<file path="src/rtl/q_pkg.sv">
// Shared definitions for the 8-bit quantized datapath (dequantize / quantize sides).
// Contents: datapath widths, quantization constants, FSM state encoding,
// 16-bit saturation limits and the sat16 helper.
package q_pkg;

  localparam int unsigned Q_W    = 8;   // quantized sample width
  localparam int unsigned D_W    = 16;  // fixed-point value width
  localparam int unsigned R_W    = 17;  // signed MAX-MIN difference
  localparam int unsigned P_W    = 25;  // Q * range product
  localparam int unsigned QUOT_W = 18;  // floor(x/255) for any 25-bit x
  localparam int unsigned SUM_W  = 19;  // MIN + Quot before saturation

  localparam int unsigned Q_LEVELS = 255;
  localparam int unsigned Q_ROUND  = 127;

  localparam logic signed [D_W-1:0] SAT_MAX = D_W'(32767);
  localparam logic signed [D_W-1:0] SAT_MIN = D_W'(-32768);

  typedef enum logic [1:0] {
    IDLE  = 2'd0,
    RUN   = 2'd1,
    DRAIN = 2'd2
  } state_t;

  // Clamp a wide signed sum into the signed 16-bit range.
  function automatic logic signed [D_W-1:0] sat16(input logic signed [SUM_W-1:0] v);
    logic signed [D_W-1:0] r;
    if (v > SUM_W'(SAT_MAX))      r = SAT_MAX;
    else if (v < SUM_W'(SAT_MIN)) r = SAT_MIN;
    else                          r = D_W'(v);
    return r;
  endfunction

endpackage

</file>
<file path="src/rtl/q_dequant8_if.sv">
// Frame/stream bus of the dequantizer.
// master: drives start, min_in, max_in, frame_len, input_en, q_in;
//         receives output_en, d_out, busy, done, err.
// slave : the dequantizer side (directions reversed).
interface q_dequant8_if
  import q_pkg::*;
#(
  parameter int unsigned LEN_W = 16
);

  logic                  start;
  logic signed [D_W-1:0] min_in;
  logic signed [D_W-1:0] max_in;
  logic [LEN_W-1:0]      frame_len;
  logic                  input_en;
  logic [Q_W-1:0]        q_in;
  logic                  output_en;
  logic signed [D_W-1:0] d_out;
  logic                  busy;
  logic                  done;
  logic                  err;

  modport master (
    output start, min_in, max_in, frame_len, input_en, q_in,
    input  output_en, d_out, busy, done, err
  );

  modport slave (
    input  start, min_in, max_in, frame_len, input_en, q_in,
    output output_en, d_out, busy, done, err
  );

endinterface

</file>
<file path="src/rtl/q_div255.sv">
// Exact floor(x/255) for 25-bit unsigned x with one register stage.
// Ports: clk, rst (sync, active-high), in_valid/x in; out_valid/quot registered out.
module q_div255
  import q_pkg::*;
(
  input  logic              clk,
  input  logic              rst,
  input  logic              in_valid,
  input  logic [P_W-1:0]    x,
  output logic              out_valid,
  output logic [QUOT_W-1:0] quot
);

  localparam int unsigned MUL_W     = P_W + 9;
  localparam int unsigned REM_W     = P_W + 1;
  localparam int unsigned DIV_MAGIC = 257;  // ~2^16/255, estimate never exceeds the true quotient

  logic [QUOT_W-1:0] est_c;
  logic [REM_W-1:0]  rem_c;
  logic [QUOT_W-1:0] quot_c;

  // Reciprocal estimate undershoots by at most 3, so the remainder is < 4*255
  // and three threshold compares restore the exact quotient.
  always_comb begin
    est_c  = QUOT_W'((MUL_W'(x) * MUL_W'(DIV_MAGIC)) >> 16);
    rem_c  = REM_W'(x) - REM_W'(est_c) * REM_W'(Q_LEVELS);
    quot_c = est_c
           + QUOT_W'(rem_c >= REM_W'(Q_LEVELS))
           + QUOT_W'(rem_c >= REM_W'(2 * Q_LEVELS))
           + QUOT_W'(rem_c >= REM_W'(3 * Q_LEVELS));
  end

  always_ff @(posedge clk) begin
    if (rst) begin
      out_valid <= 1'b0;
      quot      <= '0;
    end else begin
      out_valid <= in_valid;
      if (in_valid) quot <= quot_c;
    end
  end

endmodule

</file>
<file path="src/rtl/q_dequant8.sv">
// Streaming 8-bit -> signed 16-bit dequantizer over a START-latched MIN/MAX range.
// Ports: clk, reset_x (sync, active-high), bus (q_dequant8_if.slave):
//   start/min_in/max_in/frame_len frame setup, input_en/q_in sample stream,
//   output_en/d_out result stream, busy/done/err status.
module q_dequant8
  import q_pkg::*;
#(
  parameter int unsigned LEN_W = 16
)(
  input  logic         clk,
  input  logic         reset_x,
  q_dequant8_if.slave  bus
);

  state_t state_q, state_d;

  logic start_acc_c, accept_c, last_c, stray_c, pipe_empty_c;

  logic signed [R_W-1:0]   diff_c;
  logic signed [D_W-1:0]   min_q;
  logic [D_W-1:0]          range_q;
  logic [LEN_W-1:0]        len_q, cnt_q;

  logic                    s0_valid, s0_last;
  logic [Q_W-1:0]          s0_q;
  logic                    s1_valid, s1_last;
  logic [P_W-1:0]          s1_p;
  logic [P_W-1:0]          div_x_c;
  logic                    s2_valid, s2_last;
  logic [QUOT_W-1:0]       s2_quot;
  logic signed [SUM_W-1:0] sum_c;

  logic                    output_en_q, done_q, busy_q, err_q;
  logic signed [D_W-1:0]   d_out_q;

  assign bus.output_en = output_en_q;
  assign bus.d_out     = d_out_q;
  assign bus.busy      = busy_q;
  assign bus.done      = done_q;
  assign bus.err       = err_q;

  // State register
  always_ff @(posedge clk) begin
    if (reset_x) state_q <= IDLE;
    else         state_q <= state_d;
  end

  // Next-state logic
  always_comb begin
    state_d = state_q;
    case (state_q)
      IDLE:    if (start_acc_c) state_d = (bus.frame_len == '0) ? DRAIN : RUN;
      RUN:     if (last_c) state_d = DRAIN;
      DRAIN:   if (pipe_empty_c) state_d = IDLE;
      default: state_d = IDLE;
    endcase
  end

  // Per-state control decode
  always_comb begin
    start_acc_c  = 1'b0;
    accept_c     = 1'b0;
    last_c       = 1'b0;
    stray_c      = 1'b0;
    pipe_empty_c = !(s0_valid || s1_valid || s2_valid);
    case (state_q)
      IDLE: begin
        start_acc_c = bus.start;
        stray_c     = bus.input_en;
      end
      RUN: begin
        accept_c = bus.input_en;
        last_c   = bus.input_en && (cnt_q == len_q - LEN_W'(1));
      end
      DRAIN:   stray_c = bus.input_en;
      default: ;
    endcase
  end

  assign diff_c = R_W'(bus.max_in) - R_W'(bus.min_in);

  // Frame parameters, sample count and status flags
  always_ff @(posedge clk) begin
    if (reset_x) begin
      min_q   <= '0;
      range_q <= '0;
      len_q   <= '0;
      cnt_q   <= '0;
      err_q   <= 1'b0;
      busy_q  <= 1'b0;
    end else begin
      busy_q <= (state_d != IDLE);
      if (start_acc_c) begin
        min_q   <= bus.min_in;
        // Inverted range collapses to zero so every sample maps to MIN.
        range_q <= diff_c[R_W-1] ? '0 : diff_c[D_W-1:0];
        len_q   <= bus.frame_len;
        cnt_q   <= '0;
        // A sample arriving alongside START is dropped and flagged.
        err_q   <= diff_c[R_W-1] | bus.input_en;
      end else begin
        if (accept_c) cnt_q <= cnt_q + LEN_W'(1);
        if (stray_c)  err_q <= 1'b1;
      end
    end
  end

  assign div_x_c = s1_p + P_W'(Q_ROUND);

  q_div255 u_div255 (
    .clk       (clk),
    .rst       (reset_x),
    .in_valid  (s1_valid),
    .x         (div_x_c),
    .out_valid (s2_valid),
    .quot      (s2_quot)
  );

  assign sum_c = SUM_W'(min_q) + $signed({1'b0, s2_quot});

  // Sample capture, S1 product, S3 output; the last-sample tag rides alongside for DONE
  always_ff @(posedge clk) begin
    if (reset_x) begin
      s0_valid    <= 1'b0;
      s0_last     <= 1'b0;
      s0_q        <= '0;
      s1_valid    <= 1'b0;
      s1_last     <= 1'b0;
      s1_p        <= '0;
      s2_last     <= 1'b0;
      output_en_q <= 1'b0;
      done_q      <= 1'b0;
      d_out_q     <= '0;
    end else begin
      s0_valid <= accept_c;
      s0_last  <= last_c;
      if (accept_c) s0_q <= bus.q_in;
      s1_valid <= s0_valid;
      s1_last  <= s0_last;
      if (s0_valid) s1_p <= P_W'(s0_q) * P_W'(range_q);
      s2_last     <= s1_last;
      output_en_q <= s2_valid;
      done_q      <= (s2_valid && s2_last) || (start_acc_c && (bus.frame_len == '0));
      if (s2_valid) d_out_q <= sat16(sum_c);
    end
  end

endmodule

</file>
<file path="src/flat_wrapper.sv">
// flat-port wrapper written by rule: the top's interface ports become plain ports
module q_dequant8_flat import q_pkg::*;
#(
  parameter int unsigned LEN_W = 16
)
  (clk, reset_x, bus_start, bus_min_in, bus_max_in, bus_frame_len, bus_input_en, bus_q_in, bus_output_en, bus_d_out, bus_busy, bus_done, bus_err);
  q_dequant8_if #(.LEN_W(LEN_W)) bus_i ();
  input  logic clk;
  input  logic reset_x;
  input wire logic [$bits(bus_i.start)-1:0] bus_start;
  input wire logic [$bits(bus_i.min_in)-1:0] bus_min_in;
  input wire logic [$bits(bus_i.max_in)-1:0] bus_max_in;
  input wire logic [$bits(bus_i.frame_len)-1:0] bus_frame_len;
  input wire logic [$bits(bus_i.input_en)-1:0] bus_input_en;
  input wire logic [$bits(bus_i.q_in)-1:0] bus_q_in;
  output wire logic [$bits(bus_i.output_en)-1:0] bus_output_en;
  output wire logic [$bits(bus_i.d_out)-1:0] bus_d_out;
  output wire logic [$bits(bus_i.busy)-1:0] bus_busy;
  output wire logic [$bits(bus_i.done)-1:0] bus_done;
  output wire logic [$bits(bus_i.err)-1:0] bus_err;
  assign bus_i.start = bus_start;
  assign bus_i.min_in = bus_min_in;
  assign bus_i.max_in = bus_max_in;
  assign bus_i.frame_len = bus_frame_len;
  assign bus_i.input_en = bus_input_en;
  assign bus_i.q_in = bus_q_in;
  assign bus_output_en = bus_i.output_en;
  assign bus_d_out = bus_i.d_out;
  assign bus_busy = bus_i.busy;
  assign bus_done = bus_i.done;
  assign bus_err = bus_i.err;
  q_dequant8 #(.LEN_W(LEN_W)) u_core (.clk(clk), .reset_x(reset_x), .bus(bus_i));
endmodule
</file>
<file path="config.mk">
export PLATFORM = sky130hd
export DESIGN_NAME = q_dequant8_flat
export DESIGN_NICKNAME = d
export VERILOG_FILES = /design/src/rtl/q_pkg.sv /design/src/rtl/q_dequant8_if.sv /design/src/rtl/q_div255.sv /design/src/rtl/q_dequant8.sv /design/src/flat_wrapper.sv
export SDC_FILE = /design/constraint.sdc
export NUM_CORES = 1
export LEC_CHECK = 0
export ABC_AREA = 1
export ABC_CLOCK_PERIOD_IN_PS = 17990
export BUFFER_PORTS_ARGS = -buffer_cell sky130_fd_sc_hd__buf_2
export CAP_MARGIN = 20
export CORE_ASPECT_RATIO = 0.9
export CORE_MARGIN = 5
export CORE_UTILIZATION = 66
export CTS_CLUSTER_SIZE = 14
export DETAILED_ROUTE_END_ITERATION = 16
export HOLD_SLACK_MARGIN = 0.1
export PLACE_DENSITY_LB_ADDON = 0.15
export SLEW_MARGIN = 20
export SYNTH_ARGS = -nofsm -noshare
export SYNTH_HDL_FRONTEND = slang
export SYNTH_SLANG_ARGS = --single-unit
</file>
<file path="constraint.sdc">
create_clock -name clk -period 17.99 [get_ports clk]
set_input_delay 1.799 -clock clk [delete_from_list [all_inputs] [get_ports clk]]
set_output_delay 1.799 -clock clk [all_outputs]
set_load 0.02 [all_outputs]
</file>
==> results <==
- The flow ran to the end, and the final reports show no timing, DRC or antenna violations.
- Once the floorplan was initialized, standard cells occupied 67.1% of the core.
- Setup violations remaining at the end of the flow were counted as 0.
- After the first detailed-routing iteration, the DRC count stood at 1354.
- The overall power after layout is 2.16 mW.
- The total negative setup slack is 0 ns.
- The detail route stage leaves a number of antenna-violating nets equal to 0.
- The number of global-route vias before repair was 16600.
- The most used flip-flop cell after synthesis is sky130_fd_sc_hd__dfxtp_1.
- The first-pass GRT wire length is 81.8 mm.
- The first TritonRoute pass finished after 5 iterations.
- Sorting the synthesized cells by area gives the leading types as sky130_fd_sc_hd__fa_1, sky130_fd_sc_hd__dfxtp_1, sky130_fd_sc_hd__ha_1.
- CTS placed an instance of sky130_fd_sc_hd__clkbuf_16 at the clock tree root.
- The cell depth of the worst min-delay path is 2.
- The largest single stage delay on the critical path is 0.53 ns.
- The clock period minus worst slack is 11.27 ns.
- Once placement finished, the instance area stood at 18800 um2.
- In this run the worst path has a maximum fanout of 7.
- The warning count from the yosys run is 0.
- Global routing used 32.5% of the available tracks.
- The sink count of the clock tree is 142.
- The worst ir drop on vdd is 156 uV.
- The number of buffers inserted during clock tree synthesis is 17.
- In this run the most critical hold path is launched from u_core.s0_last$_SDFF_PP0_.
- The required time at the endpoint of the critical path is 18.33 ns.
- The site row count is 57.
- For this block, the via count after detailed routing is 16700.
- In this run, synthesis inferred 0 flip-flops with an integrated enable.
- At the worst endpoint, the arrival time is 11.61 ns.
- Routability-driven placement finished with a final weighted congestion of 0.996.
- The worst hold path terminates at u_core.s1_last$_SDFF_PP0_.
- The number of distinct standard cells referenced by the synthesized netlist is 49.
- The floorplan die area is 30900 um2.
- No sink is reached through more buffers than the 2 on the longest clock path.
- Relative to the synthesized area, the layout overhead comes to 6.87%.
- Tracing the worst setup path back leads to its startpoint at u_core.s1_p[0]$_SDFFE_PP0P_.
- The path type of the worst setup path is register to register.
- The number of top-level pins is 80.
- The worst slew margin relative to its limit is 27.9%.
- The portion of synthesized cell area occupied by the leading cell type is 18.1%.
- The CTS tree is built.
- After detailed routing, the total wire length is 49.4 mm.
- Broken down by cell family, the worst path's largest delay share belongs to simple AND/OR/NAND/NOR gates.
- The count of state elements after synthesis is 142.
- Clock skew on the completed layout was measured at 0.0173 ns.
- The worst register-to-register path ends at u_core.u_div255.quot[14]$_SDFFE_PP0P_.
- The sequential share of the synthesized area is 15.7%.
- The post-layout net count is 3051.
- The final hold slack is 0.403 ns.
- The count of input and output buffers is 79.
- The number of cells produced by synthesis is 2598.
- The worst setup path is launched from a register.
- In the final layout, the share of cells above drive strength 1 is 6.67%.
- Static timing analysis puts the maximum clock frequency at 0.0888 GHz.
- The classification of the worst-slack hold path is register to register.
- The die height is 167 um.
- The nature of the critical path endpoint is a register.
- Across the run, the number of max-cap violations was 0.
- The commonest cells after synthesis are sky130_fd_sc_hd__inv_1, sky130_fd_sc_hd__nand2_1, sky130_fd_sc_hd__nor2_1, sky130_fd_sc_hd__ha_1, sky130_fd_sc_hd__a21oi_1.
- The antenna diode count is 0.
- The H-tree was split into 4 levels.
- Power spread over the standard cell area amounts to 112 nW/um2.
- Entering global routing, the biggest net connects 45 pins.
- The cell with the largest stage delay on the worst path is sky130_fd_sc_hd__fa_1.
- Hold repair after CTS inserted 0 buffers.
- The number of max-slew violations in the final report is 0.
- The number of buffers and inverters on the critical path is 11.
- The initial antenna violation count is 0.
- The flop-to-flop setup slack is 6.72 ns.
- Setup repair after global routing left no endpoint under its margin.
- Clock-pin slew was measured on the worst setup and hold paths at 0.08 ns.
- The most area-hungry cell type in the Yosys netlist is sky130_fd_sc_hd__fa_1.
- The most common cell in the synthesized netlist is sky130_fd_sc_hd__inv_1.
- The overflow left after global routing is 0.
- The post-cts gate resize count is 0.
- The post-route fraction of the period consumed by the critical path is 62.6%.
- The floorplan step set the die width to 185 um.
- In the routed design, unresolved DRC markers number 0.
- The minimum setup slack in the final design is 6.72 ns.
- The number of hold violations in the final report is 0.
- The post-synth design cell area is 18100 um2.
- The floorplan step defined a core boundary enclosing 27000 um2.
- For the worst flop-to-flop path, the logic depth is 58.
- The slew at the pin closest to its max-slew limit is 1.08 ns.
- Using the TritonRoute via totals, the vias-per-cell ratio works out to 5.55.
- The post-CTS repair timing setup buffer count is 0.
- The detailed placement HPWL is 40.8 mm.
- The reported leakage power is 10.7 nW.
- The detailed-route wire length per cell is 16.4 um.
- The average footprint of a synthesized cell is 6.98 um2.
- Timing analysis after detailed placement gives a worst setup slack of 6.89 ns.
- The worst reg2reg path startpoint is u_core.s1_p[0]$_SDFFE_PP0P_.
- The proportion of synthesized flip-flops having asynchronous set or reset is 0%.
- After routing the design area is 19400 um2.
- The clock latency reported for the late side of the worst-skew pair is 0.44 ns.
-- area by class of cell --
cell class | instances | area, um2
tap | 354 | 443
inverter | 553 | 2080
clock inverter | 15 | 169
multi-input combinational | 1843 | 13000
sequential | 142 | 2840
timing repair buffer | 84 | 433
fill | 2316 | 7660
clock buffer | 17 | 425
-- where the power goes --
part	switching, mW	total, mW	internal, mW
clock	0.172	0.359	0.187
combinational	0.906	1.45	0.549
sequential	0.0225	0.350	0.327
-- state kept, by name, indices dropped and copies added (netlist names) --
signal / flops
u_core.bus.err: 1
u_core.s2_last: 1
u_core.s1_p: 24
u_core.cnt_q: 16
u_core.s1_last: 1
u_core.bus.output_en: 1
u_core.s0_last: 1
u_core.state_q: 2
u_core.s0_valid: 1
u_core.bus.busy: 1
u_core.min_q: 16
u_core.bus.done: 1
u_core.bus.d_out: 16
u_core.s0_q: 8
u_core.len_q: 16
u_core.u_div255.quot: 18
u_core.u_div255.out_valid: 1
u_core.s1_valid: 1
u_core.range_q: 16
-- worst max path at each step --
stage	to	slack (ns)	cells after the start
2_1_floorplan	u_core.u_div255.quot[14]$_SDFFE_PP0P_	8.79	58
3_5_place_dp	u_core.u_div255.quot[14]$_SDFFE_PP0P_	6.89	59
4_1_cts	u_core.u_div255.quot[14]$_SDFFE_PP0P_	6.83	59
3_3_place_gp	u_core.u_div255.quot[14]$_SDFFE_PP0P_	7.06	58
5_1_grt	u_core.u_div255.quot[14]$_SDFFE_PP0P_	5.80	62
6_report	u_core.u_div255.quot[14]$_SDFFE_PP0P_	6.72	58
-- layer usage --
metal,track usage [%],wire (um),vias to the layer above
met5,0,0,-
met4,9.70,1500,0
met3,3.56,3480,91
met2,54.4,22900,669
met1,44.7,21500,7729
li1,-,-,8198
-- kinds of logic after synthesis --
kind of cell,synth area share [%]
simple gates,22.7
flops,15.7
compound gates,12.3
xor+xnor,5.54
fa+ha+maj,30.9
other cells,0.0414
buf+inv,12.8
-- cells in the final DEF (no fill, tap or decap), drive strengths merged, types with 13 or more instances in the layout --
master    n
nand4    32
nor2    222
xnor2    41
or2      15
xor2     72
nand3    95
dfxtp   142
inv     559
ha      186
fa      164
clkbuf   17
a21oi   179
a31oi    13
o21ai   151
nand2   554
buf      84
nor3     26
-- worst reg2reg max path, delay by kind of cell, from the launching register on --
family                     cells  cell delay [ns]
and+or+nand+nor               30             4.31
adders and majority gates     11             4.13
DFF                            1             0.42
xor gates and xnor gates       1             0.11
buffers and inverters         11             1.00
AOI/OAI and AO/OA              5             1.21
-- through the flow --
step	utilization, %	instances
after floorplan	-	2603
after global placement	69.5	2976
after detailed placement	69.5	2976
after CTS	71.7	3008
after global routing	71.7	3008
final	71.7	3008
Note: power is estimated with default switching activity, not from simulation.
